<file path="config.mk">
export PLATFORM = sky130hd
export DESIGN_NAME = alu_pipelined_flat
export DESIGN_NICKNAME = d
export VERILOG_FILES = /design/src/rtl/alu_pipelined_if.sv /design/src/rtl/alu_pipelined.sv /design/src/flat_wrapper.sv
export SDC_FILE = /design/constraint.sdc
export NUM_CORES = 1
export LEC_CHECK = 0
export BUFFER_PORTS_ARGS = -buffer_cell sky130_fd_sc_hd__buf_2
export CAP_MARGIN = 20
export CORE_MARGIN = 2
export CORE_UTILIZATION = 60
export DETAILED_ROUTE_END_ITERATION = 10
export HOLD_SLACK_MARGIN = 0.08
export PLACE_DENSITY = 0.79
export SYNTH_ARGS = -nofsm -noshare
export SYNTH_HDL_FRONTEND = slang
export SYNTH_SLANG_ARGS = --single-unit
</file>
<file path="constraint.sdc">
create_clock -name clk -period 7.1 [get_ports clk]
set_input_delay 1.42 -clock clk [delete_from_list [all_inputs] [get_ports clk]]
set_output_delay 1.42 -clock clk [all_outputs]
set_load 0.02 [all_outputs]
</file>
<file path="src/rtl/alu_pipelined_if.sv">
// Handshake and data bundle for alu_pipelined: operation request channel and
// result channel with status flags.
interface alu_pipelined_if #(
    parameter int DATA_WIDTH = 8
);
    logic                      in_valid;
    logic                      in_ready;
    logic [DATA_WIDTH-1:0]     A;
    logic [DATA_WIDTH-1:0]     B;
    logic [3:0]                ALU_function;
    logic                      ALU_result_valid;
    logic                      ALU_result_ready;
    logic [2*DATA_WIDTH-1:0]   ALU_result;
    logic                      carry;
    logic                      zero;
    logic                      error;
    logic                      busy;

    modport master (
        output in_valid, A, B, ALU_function, ALU_result_ready,
        input  in_ready, ALU_result_valid, ALU_result, carry, zero, error, busy
    );

    modport slave (
        input  in_valid, A, B, ALU_function, ALU_result_ready,
        output in_ready, ALU_result_valid, ALU_result, carry, zero, error, busy
    );
endinterface

</file>
<file path="src/rtl/alu_pipelined.sv">
// Handshaked ALU: single-cycle arithmetic/logic ops plus a restoring divider
// that produces one quotient bit per clock. One operation in flight at a time.
//
// state | meaning
// IDLE  | output register empty, ready for a new operation
// BUSY  | divider iterating, inputs not accepted
// HOLD  | result and flags valid, waiting for the consumer
module alu_pipelined #(
    parameter int DATA_WIDTH = 8
) (
    input  logic           clk,
    input  logic           reset,
    alu_pipelined_if.slave bus
);
    localparam int W  = DATA_WIDTH;
    localparam int CW = $clog2(W + 1);
    localparam logic [W-1:0] W_LIM = W'(W);

    localparam logic [3:0] OP_ADD  = 4'h0;
    localparam logic [3:0] OP_SUB  = 4'h1;
    localparam logic [3:0] OP_MUL  = 4'h2;
    localparam logic [3:0] OP_DIV  = 4'h3;
    localparam logic [3:0] OP_AND  = 4'h4;
    localparam logic [3:0] OP_OR   = 4'h5;
    localparam logic [3:0] OP_NAND = 4'h6;
    localparam logic [3:0] OP_NOR  = 4'h7;
    localparam logic [3:0] OP_XOR  = 4'h8;
    localparam logic [3:0] OP_XNOR = 4'h9;
    localparam logic [3:0] OP_EQ   = 4'hA;
    localparam logic [3:0] OP_GT   = 4'hB;
    localparam logic [3:0] OP_LT   = 4'hC;
    localparam logic [3:0] OP_SHL  = 4'hD;
    localparam logic [3:0] OP_SHR  = 4'hE;

    typedef enum logic [1:0] {IDLE, BUSY, HOLD} state_t;

    state_t          state;
    logic [2*W-1:0]  result_q;
    logic            carry_q;
    logic            zero_q;
    logic            error_q;
    logic            valid_q;
    logic            busy_q;

    logic [W-1:0]    div_rem;
    logic [W-1:0]    div_quot;
    logic [W-1:0]    div_den;
    logic [CW-1:0]   div_cnt;

    logic            in_ready;
    logic            accept;

    logic [2*W-1:0]  a_ext;
    logic [2*W-1:0]  b_ext;
    logic [2*W-1:0]  sum;
    logic [2*W-1:0]  diff;
    logic [2*W-1:0]  prod;
    logic [W-1:0]    shl;
    logic [W-1:0]    shr;
    logic [2*W-1:0]  op_res;
    logic            op_carry;
    logic            op_error;
    logic            div_iter;

    logic [W:0]      rem_shift;
    logic            rem_ge;
    logic [W-1:0]    rem_next;
    logic [W-1:0]    quot_next;

    // in_ready depends combinationally on ALU_result_ready so a drain and a
    // new accept can share one edge.
    assign in_ready = (state == IDLE) || ((state == HOLD) && bus.ALU_result_ready);
    assign accept   = bus.in_valid && in_ready;

    assign bus.in_ready         = in_ready;
    assign bus.ALU_result_valid = valid_q;
    assign bus.ALU_result       = result_q;
    assign bus.carry            = carry_q;
    assign bus.zero             = zero_q;
    assign bus.error            = error_q;
    assign bus.busy             = busy_q;

    always_comb begin
        a_ext    = {{W{1'b0}}, bus.A};
        b_ext    = {{W{1'b0}}, bus.B};
        sum      = a_ext + b_ext;
        diff     = a_ext - b_ext;
        prod     = a_ext * b_ext;
        shl      = (bus.B >= W_LIM) ? '0 : (bus.A << bus.B);
        shr      = (bus.B >= W_LIM) ? '0 : (bus.A >> bus.B);
        op_res   = '0;
        op_carry = 1'b0;
        op_error = 1'b0;
        div_iter = (bus.ALU_function == OP_DIV) && (bus.B != '0);
        case (bus.ALU_function)
            OP_ADD: begin
                op_res   = sum;
                op_carry = sum[W];
            end
            OP_SUB: begin
                op_res   = diff;
                op_carry = (bus.A < bus.B);
            end
            OP_MUL:  op_res = prod;
            // Only reached for a zero divisor; non-zero divisors iterate.
            OP_DIV: begin
                op_res   = {bus.A, {W{1'b1}}};
                op_error = 1'b1;
            end
            OP_AND:  op_res = {{W{1'b0}}, bus.A & bus.B};
            OP_OR:   op_res = {{W{1'b0}}, bus.A | bus.B};
            OP_NAND: op_res = {{W{1'b0}}, ~(bus.A & bus.B)};
            OP_NOR:  op_res = {{W{1'b0}}, ~(bus.A | bus.B)};
            OP_XOR:  op_res = {{W{1'b0}}, bus.A ^ bus.B};
            OP_XNOR: op_res = {{W{1'b0}}, ~(bus.A ^ bus.B)};
            OP_EQ:   op_res = {{(2*W-1){1'b0}}, bus.A == bus.B};
            OP_GT:   op_res = {{(2*W-1){1'b0}}, bus.A > bus.B};
            OP_LT:   op_res = {{(2*W-1){1'b0}}, bus.A < bus.B};
            OP_SHL:  op_res = {{W{1'b0}}, shl};
            OP_SHR:  op_res = {{W{1'b0}}, shr};
            default: op_error = 1'b1;
        endcase
    end

    // Restoring step: dividend bits leave the top of div_quot as quotient
    // bits enter at the bottom.
    always_comb begin
        rem_shift = {div_rem, div_quot[W-1]};
        rem_ge    = (rem_shift >= {1'b0, div_den});
        rem_next  = rem_ge ? (rem_shift[W-1:0] - div_den) : rem_shift[W-1:0];
        quot_next = {div_quot[W-2:0], rem_ge};
    end

    always_ff @(posedge clk or posedge reset) begin
        if (reset) begin
            state    <= IDLE;
            result_q <= '0;
            carry_q  <= 1'b0;
            zero_q   <= 1'b0;
            error_q  <= 1'b0;
            valid_q  <= 1'b0;
            busy_q   <= 1'b0;
            div_rem  <= '0;
            div_quot <= '0;
            div_den  <= '0;
            div_cnt  <= '0;
        end else begin
            case (state)
                IDLE, HOLD: begin
                    if (accept) begin
                        if (div_iter) begin
                            state    <= BUSY;
                            valid_q  <= 1'b0;
                            busy_q   <= 1'b1;
                            div_rem  <= '0;
                            div_quot <= bus.A;
                            div_den  <= bus.B;
                            div_cnt  <= CW'(W);
                        end else begin
                            state    <= HOLD;
                            valid_q  <= 1'b1;
                            result_q <= op_res;
                            carry_q  <= op_carry;
                            zero_q   <= (op_res == '0);
                            error_q  <= op_error;
                        end
                    end else if ((state == HOLD) && bus.ALU_result_ready) begin
                        state   <= IDLE;
                        valid_q <= 1'b0;
                    end
                end
                BUSY: begin
                    div_rem  <= rem_next;
                    div_quot <= quot_next;
                    div_cnt  <= div_cnt - 1'b1;
                    if (div_cnt == CW'(1)) begin
                        state    <= HOLD;
                        valid_q  <= 1'b1;
                        busy_q   <= 1'b0;
                        result_q <= {rem_next, quot_next};
                        carry_q  <= 1'b0;
                        zero_q   <= ({rem_next, quot_next} == '0);
                        error_q  <= 1'b0;
                    end
                end
                default: state <= IDLE;
            endcase
        end
    end
endmodule
</file>
<file path="src/flat_wrapper.sv">
// flat-port wrapper written by rule: the top's interface ports become plain ports
module alu_pipelined_flat 
#(
    parameter int DATA_WIDTH = 8
)
  (clk, reset, bus_in_valid, bus_A, bus_B, bus_ALU_function, bus_ALU_result_ready, bus_in_ready, bus_ALU_result_valid, bus_ALU_result, bus_carry, bus_zero, bus_error, bus_busy);
  alu_pipelined_if #(.DATA_WIDTH(DATA_WIDTH)) bus_i ();
  input  logic clk;
  input  logic reset;
  input wire logic [$bits(bus_i.in_valid)-1:0] bus_in_valid;
  input wire logic [$bits(bus_i.A)-1:0] bus_A;
  input wire logic [$bits(bus_i.B)-1:0] bus_B;
  input wire logic [$bits(bus_i.ALU_function)-1:0] bus_ALU_function;
  input wire logic [$bits(bus_i.ALU_result_ready)-1:0] bus_ALU_result_ready;
  output wire logic [$bits(bus_i.in_ready)-1:0] bus_in_ready;
  output wire logic [$bits(bus_i.ALU_result_valid)-1:0] bus_ALU_result_valid;
  output wire logic [$bits(bus_i.ALU_result)-1:0] bus_ALU_result;
  output wire logic [$bits(bus_i.carry)-1:0] bus_carry;
  output wire logic [$bits(bus_i.zero)-1:0] bus_zero;
  output wire logic [$bits(bus_i.error)-1:0] bus_error;
  output wire logic [$bits(bus_i.busy)-1:0] bus_busy;
  assign bus_i.in_valid = bus_in_valid;
  assign bus_i.A = bus_A;
  assign bus_i.B = bus_B;
  assign bus_i.ALU_function = bus_ALU_function;
  assign bus_i.ALU_result_ready = bus_ALU_result_ready;
  assign bus_in_ready = bus_i.in_ready;
  assign bus_ALU_result_valid = bus_i.ALU_result_valid;
  assign bus_ALU_result = bus_i.ALU_result;
  assign bus_carry = bus_i.carry;
  assign bus_zero = bus_i.zero;
  assign bus_error = bus_i.error;
  assign bus_busy = bus_i.busy;
  alu_pipelined #(.DATA_WIDTH(DATA_WIDTH)) u_core (.clk(clk), .reset(reset), .bus(bus_i));
endmodule
</file>
==> impl_metrics.tcl, run 1 <==
set metrics [dict create \
    cts_resized 0 \
    cts_inserted_buffers 5 \
    clk_transition_reported_paths_ns 0.07 \
    place.gp.congestion 1.06 \
    netlist_top_cells_count "nor2_1, nand2_1, inv_1, ha_1, dfrtp_1" \
    ys_ff_latch 51 \
    critPathMaxFanout 12 \
    drive_above_1_share_pct 11.9 \
    dieArea_um2 12500 \
    htree_levels 2 \
    synth_top_area_share_pct 18.3 \
    synth_area_per_cell_um2 8.08 \
    syn_inst 861 \
    place_ws_ns 0.487 \
    grt_start_max_net_pins 52 \
    cts-hold-fix-buffers 0 \
    leakage_uw 0.00360 \
    yosys.area.top_type "dfrtp_1" \
    antenna_found_initial 0 \
    dp_cells 1018 \
    die_h_um 112 \
    portBuffers 45 \
    num-nets-final 1016 \
    async_flop_share_pct 100 \
    syn-cell-area_um2 6960 \
    slowest_stage "fa_1" \
    rows 39 \
    grt_pass1_wl_mm 36.2 \
    hpwl_mm 17.3 \
    worst-r2r-cell-count 10 \
    fin_tns_setup_ns 0 \
    grtUsageTotal_pct 36.7 \
    clock-sinks 51 \
    placed_area_um2 7250 \
    regArea_um2 1280 \
    area_delta_synth_final_pct 7.17 \
    postCtsSetupRepairBufs 0 \
    worstHoldPathCells 2 \
    core_area_um2 11400 \
    fin_crit_sh_pct 89.3 \
    cellPowerDensity_nw_per_um2 266 \
    setup_slack_ns 0.763 \
    ir_drop_uv 280 \
    ys_seq_area_share_pct 18.3 \
    drv_slew 0 \
    vias 6832 \
    finalHoldViolations 0 \
    rsz0062_at_grt "false" \
    totalPowerFinal_uw 1980 \
    ys.warnings.count 0 \
    dr.pass1.iters 5 \
    fillCellCount 951 \
    crit_top_cell "fa_1" \
    fin_area_um2 7460 \
    wl_per_cell_um 21.8 \
    cts-root-buf "clkbuf_16" \
    cts_tree "built" \
    clockBufferDepth 2 \
    worstPathArrival_ns 6.54 \
    io_pins 46 \
    clock_latency_ns 0.29 \
    first_global_vias 6689 \
    synth_nets 994 \
    path_buf_inv 4 \
    ant_nets 0 \
    cap_violations 0 \
    synth_edf_count 0 \
    startpoint_type "input port" \
    drt-initial-drc-count 994 \
    drt-total-wl_mm 22.4 \
    diodes 0 \
    max_freq_ghz 0.158 \
    fin_crit_ns 6.34 \
    routed_via_density 6.65 \
    status "completed" \
    final_cell_count_no_fill 1027 \
    multiInputGateArea_um2 5100 \
    yosysMostFrequentCell "nor2_1" \
    slowest_delay_ns 0.55 \
    crit_family "adder cells" \
    worst_slew_pin_slew_ns 1.05 \
    ys_top_cells_by_area "dfrtp_1, ha_1, fa_1" \
    skew_ns 0.00758 \
    initial_core_util_pct 61.2 \
    cp.depth 19 \
    endpoint_kind "flip-flop" \
    critical_path_class "input port to flip-flop" \
    gr-total-overflow 0 \
    hold_class "flip-flop to flip-flop" \
    ys_types 79 \
    required_ns 7.31 \
    setup_violations 0 \
    slew-limit-headroom_pct 29.4 \
    synth-main-ff-cell "dfrtp_1" \
    cp_cell_sequence "buf_2 -> inv_1 -> nor2_1 -> fa_1 -> fa_1 -> fa_1 -> inv_1 -> fa_1 -> inv_1 -> ha_1 -> and3_1 -> a2111oi_4 -> o21bai_2 -> a21oi_2 -> xnor2_1 -> a221oi_2 -> and4bb_2 -> nand4_1 -> o31ai_2" \
    route.detailed.drc 0 \
    die_width_um 112 \
]
registers in the layout, indices dropped and copies added (netlist names):
register / cells
u_core.bus.ALU_result: 16
u_core.div_den: 8
u_core.div_quot: 8
u_core.div_rem: 8
u_core.div_cnt: 4
u_core.state: 2
u_core.bus.ALU_result_valid: 1
u_core.bus.busy: 1
u_core.bus.carry: 1
u_core.bus.error: 1
u_core.bus.zero: 1
final cells by class:
| type | instances | share of cell area [%] |
|---|---|---|
| Multi-Input combinational cell | 671 | 68.4 |
| Sequential cell | 51 | 17.1 |
| Timing Repair Buffer | 61 | 4.80 |
| Inverter | 93 | 4.68 |
| Tap cell | 143 | 2.40 |
| Clock buffer | 5 | 1.68 |
| Clock inverter | 3 | 0.906 |
stage by stage:
stage,utilization [%],hold WS (ns)
global placement,63.7,0.452
finish,65.6,0.470
detailed placement,63.7,0.461
CTS,65.4,0.476
floorplan,-,0.446
global route,65.6,0.512
power breakdown:
part | switching, uW | leakage (uW) | total (uW) | internal, uW
clock network | 111 | 0.0000900 | 313 | 202
registers | 88.2 | 0.000629 | 469 | 380
logic | 738 | 0.00288 | 1200 | 465
cells by family (layout without fill, tap and decap cells):
family                     count (synthesis)  count (layout)  synth area share, %
and+or+nand+nor                          290             290                 19.8
AOI/OAI and AO/OA                        228             228                 22.6
buffers and inverters                    139             162                 8.32
adders and majority gates                109             109                 23.8
DFF                                       51              51                 18.3
xor gates and xnor gates                  23              23                 2.89
muxes                                     21              21                 4.17
tightest hold or removal path, stage by stage, from the launching register on:
cell and delay (ns):
dfrtp_1 0.34, nand2_1 0.05, nand2_1 0.05
cell usage in the layout, fill, tap and decap left out, drive strengths merged, types with 8 or more instances in the layout:
master	n
inv	88
a211oi	14
ha	70
nand3	10
o21a	10
a21o	13
nand2b	11
nor2b	12
xnor2	15
nor2	99
fa	39
mux2i	11
o22ai	17
xor2	8
a21oi	51
nand4	8
nor3	15
nand2	89
dfrtp	51
a22oi	10
nor4	14
buf	61
o21ai	42
final timing paths:
kind | from | to | slack [ns]
max | bus_A[3] | u_core.bus.zero$_DFFE_PP0P_ | 0.76
max in group asynchronous | reset | u_core.div_den[4]$_DFFE_PP0P_ | 5.46
min in group asynchronous | reset | u_core.bus.ALU_result[10]$_DFFE_PP0P_ | 1.13
min | u_core.bus.error$_DFFE_PP0P_ | u_core.bus.error$_DFFE_PP0P_ | 0.47
max reg2reg | u_core.div_rem[0]$_DFFE_PP0P_ | u_core.bus.ALU_result[12]$_DFFE_PP0P_ | 4.02
min reg2reg | u_core.bus.error$_DFFE_PP0P_ | u_core.bus.error$_DFFE_PP0P_ | 0.47
routing by layer:
| metal | track usage [%] | wire (um) | share of wire [%] | vias up |
|---|---|---|---|---|
| met1 | 53.5 | 9290 | 41 | 3274 |
| met2 | 53.0 | 9530 | 43 | 430 |
| met5 | 0 | 0 | 0 | - |
| met3 | 8.98 | 2710 | 12 | 62 |
| li1 | - | - | - | 3066 |
| met4 | 13.7 | 853 | 3.8 | 0 |
Note: power is estimated with default switching activity, not from simulation.
==> run 2: changes to the inputs <==
ABC_AREA = 1   (was default)
==> run 2 against run 1 <==
Net effect:
- sequential share of layout area shrank 0.51 points
- final area grew 3.1%
- worst hold slack gained 0.0095 ns
- core utilization shrank 1.0 points
- critical path type unchanged
- power shrank 5.3%
- first-iteration DRC count shrank 18%
- combinational power is essentially flat
- critical path depth grew 1
- register-to-register slack gained 0.44 ns
- critical endpoint unchanged
==> impl_metrics.tcl, run 2 <==
set metrics [dict create \
    status "completed" \
    netlist_top_cells_count "nand2_1, inv_1, nand3_1, nor2_1, ha_1" \
    postCtsSetupRepairBufs 0 \
    cts_tree "built" \
    ys_types 43 \
    cts-root-buf "clkbuf_16" \
    routed_via_density 5.82 \
    setup_violations 0 \
    dieArea_um2 13000 \
    cellPowerDensity_nw_per_um2 245 \
    max_freq_ghz 0.173 \
    internal_power_uw 948 \
    critPathMaxFanout 11 \
    ys.warnings.count 0 \
    dr.pass1.iters 5 \
    io_pins 46 \
    ant_nets 0 \
    hold_class "flip-flop to flip-flop" \
    rsz0062_at_grt "false" \
    fin_crit_sh_pct 81.3 \
    first_global_vias 6938 \
    largest_reg_flops 16 \
    startpoint_type "input port" \
    portBuffers 45 \
    combinationalPowerShare_pct 62.6 \
    endpoint_kind "flip-flop" \
    fin_tns_setup_ns 0 \
    clock_latency_ns 0.29 \
    ys_ff_latch 51 \
    setup_slack_ns 1.32 \
    grtUsageTotal_pct 36.7 \
    yosys.area.top_type "dfrtp_1" \
    fillCellCount 1136 \
    drt-total-wl_mm 23.3 \
    clk_transition_reported_paths_ns 0.06 \
    gr-total-overflow 0 \
    multiInputGateArea_um2 5020 \
    clock-sinks 51 \
    finalHoldViolations 0 \
    area_delta_synth_final_pct 5.71 \
    die_width_um 114 \
    drive_above_1_share_pct 7.11 \
    yosysMostFrequentCell "nand2_1" \
    cts_inserted_buffers 5 \
    hpwl_mm 18.6 \
    reg2reg_setup_slack_ns 4.46 \
    p_switching_uw 932 \
    regArea_um2 1280 \
    synth_area_per_cell_um2 6.32 \
    clockBufferDepth 2 \
    cts_resized 0 \
    ys_seq_area_share_pct 17.5 \
    swShare_pct 49.6 \
    cap_violations 0 \
    critical_path_class "input port to flip-flop" \
    drv_slew 0 \
    drt-initial-drc-count 813 \
    seq_power_share_pct 24.1 \
    rows 40 \
    core_area_um2 11900 \
    die_h_um 114 \
    vias 7653 \
    final_common_cell "nand2_1" \
    fin_crit_ns 5.78 \
    slew-limit-headroom_pct 31.2 \
    ys_top_cells_by_area "dfrtp_1, nand2_1, ha_1" \
    wl_per_cell_um 17.7 \
    synth_edf_count 0 \
    grt_pass1_wl_mm 36.7 \
    cts-hold-fix-buffers 0 \
    place.gp.congestion 1.03 \
    skew_ns 0.00478 \
    worst_slew_pin_slew_ns 1.03 \
    grt_start_max_net_pins 52 \
    ir_drop_uv 126 \
    leakage_uw 0.00442 \
    synth_top_area_share_pct 17.5 \
    p_clk_share_pct 13.3 \
    place_ws_ns 1.06 \
    synth-main-ff-cell "dfrtp_1" \
    initial_core_util_pct 61.1 \
    syn_inst 1151 \
    required_ns 7.33 \
    route.detailed.drc 0 \
    num-nets-final 1300 \
    worstPathArrival_ns 6.00 \
    antenna_found_initial 1 \
    final_cell_mix "nand2_1, inv_1, nand3_1" \
    syn-cell-area_um2 7280 \
    async_flop_share_pct 100 \
    synth_nets 1284 \
    htree_levels 2 \
]
-- run 2: cell types whose count changed after synthesis, sizes merged, moves of 11 or more --
cell	previous run	this run
a21o	13	1
nand2	89	337
nand3	10	118
nand2b	11	0
nor2b	12	0
inv	88	209
xnor2	15	3
nand4	8	24
o21ai	42	54
o211ai	7	21
a211oi	14	0
mux2i	11	0
nor4	14	3
o22ai	17	1
-- run 2: worst paths after layout --
| check | startpoint | depth (start not counted) | to |
|---|---|---|---|
| max | bus_A[4] | 20 | u_core.bus.zero$_DFFE_PP0P_ |
| min | u_core.bus.error$_DFFE_PP0P_ | 2 | u_core.bus.error$_DFFE_PP0P_ |
| max reg2reg | u_core.state[0]$_DFFE_PP0P_ | 11 | u_core.bus.ALU_result[0]$_DFFE_PP0P_ |
| min reg2reg | u_core.bus.error$_DFFE_PP0P_ | 2 | u_core.bus.error$_DFFE_PP0P_ |
| max in group asynchronous | reset | 3 | u_core.bus.busy$_DFFE_PP0P_ |
| min in group asynchronous | reset | 2 | u_core.bus.ALU_result[8]$_DFFE_PP0P_ |
-- run 2: final cells by class --
class	count	area share (%)
flip-flops and latches	51	16.6
inverters	210	10.2
diodes	1	0.0325
clock buffers	8	2.03
well taps	147	2.39
multi-input cells	851	65.3
repair buffers	48	3.38
-- run 2: layer usage --
metal  part of all wire [%]  wire [um]  global-route usage [%]  vias up
li1                       -          -                       -     3674
met2                     46      10800                    60.2      408
met5                      0          0                       0        -
met3                    8.2       1900                    3.86       65
met1                     42       9660                    49.6     3506
met4                    3.9        900                    15.3        0
-- run 2: power groups by stage --
stage	logic (uW)	registers, uW	clock network [uW]
3_3_place_gp	1130	453	0
3_5_place_dp	1150	456	0
4_1_cts	1160	451	255
2_1_floorplan	869	472	0
5_1_grt	1340	463	264
6_report	1180	453	251
-- run 2: logic make-up after synthesis --
family	Yosys count	synth area share (%)
DFF	51	17.5
xor gates and xnor gates	5	0.602
and+or+nand+nor	602	35.1
AOI/OAI and AO/OA	135	10.6
adders and majority gates	109	22.8
buffers and inverters	249	13.4
-- run 2: per-stage QoR --
step	instance area [um2]	std cells	utilization (%)	hold WS [ns]	total power, uW
detailed placement	7510	1306	63.1	0.464	1610
CTS	7670	1314	64.4	0.480	1870
finish	7690	1316	64.6	0.479	1880
floorplan	7280	1151	-	0.453	1340
global route	7690	1316	64.6	0.528	2060
global placement	7510	1306	63.1	0.465	1590
-- run 2: worst max-delay path, stage by stage --
cell     delay [ns]
buf_2          0.25
ha_1           0.42
fa_1           0.47
fa_1           0.47
fa_1           0.54
inv_1          0.05
fa_1           0.52
inv_1          0.04
ha_1           0.35
a21oi_1        0.25
nor2_1         0.08
o21ai_0        0.25
nand4_1        0.13
nand3_1        0.11
nand2_1        0.08
nor2_1         0.09
nand2_1        0.06
nor2_1         0.16
nand3_1        0.10
a21oi_1        0.15
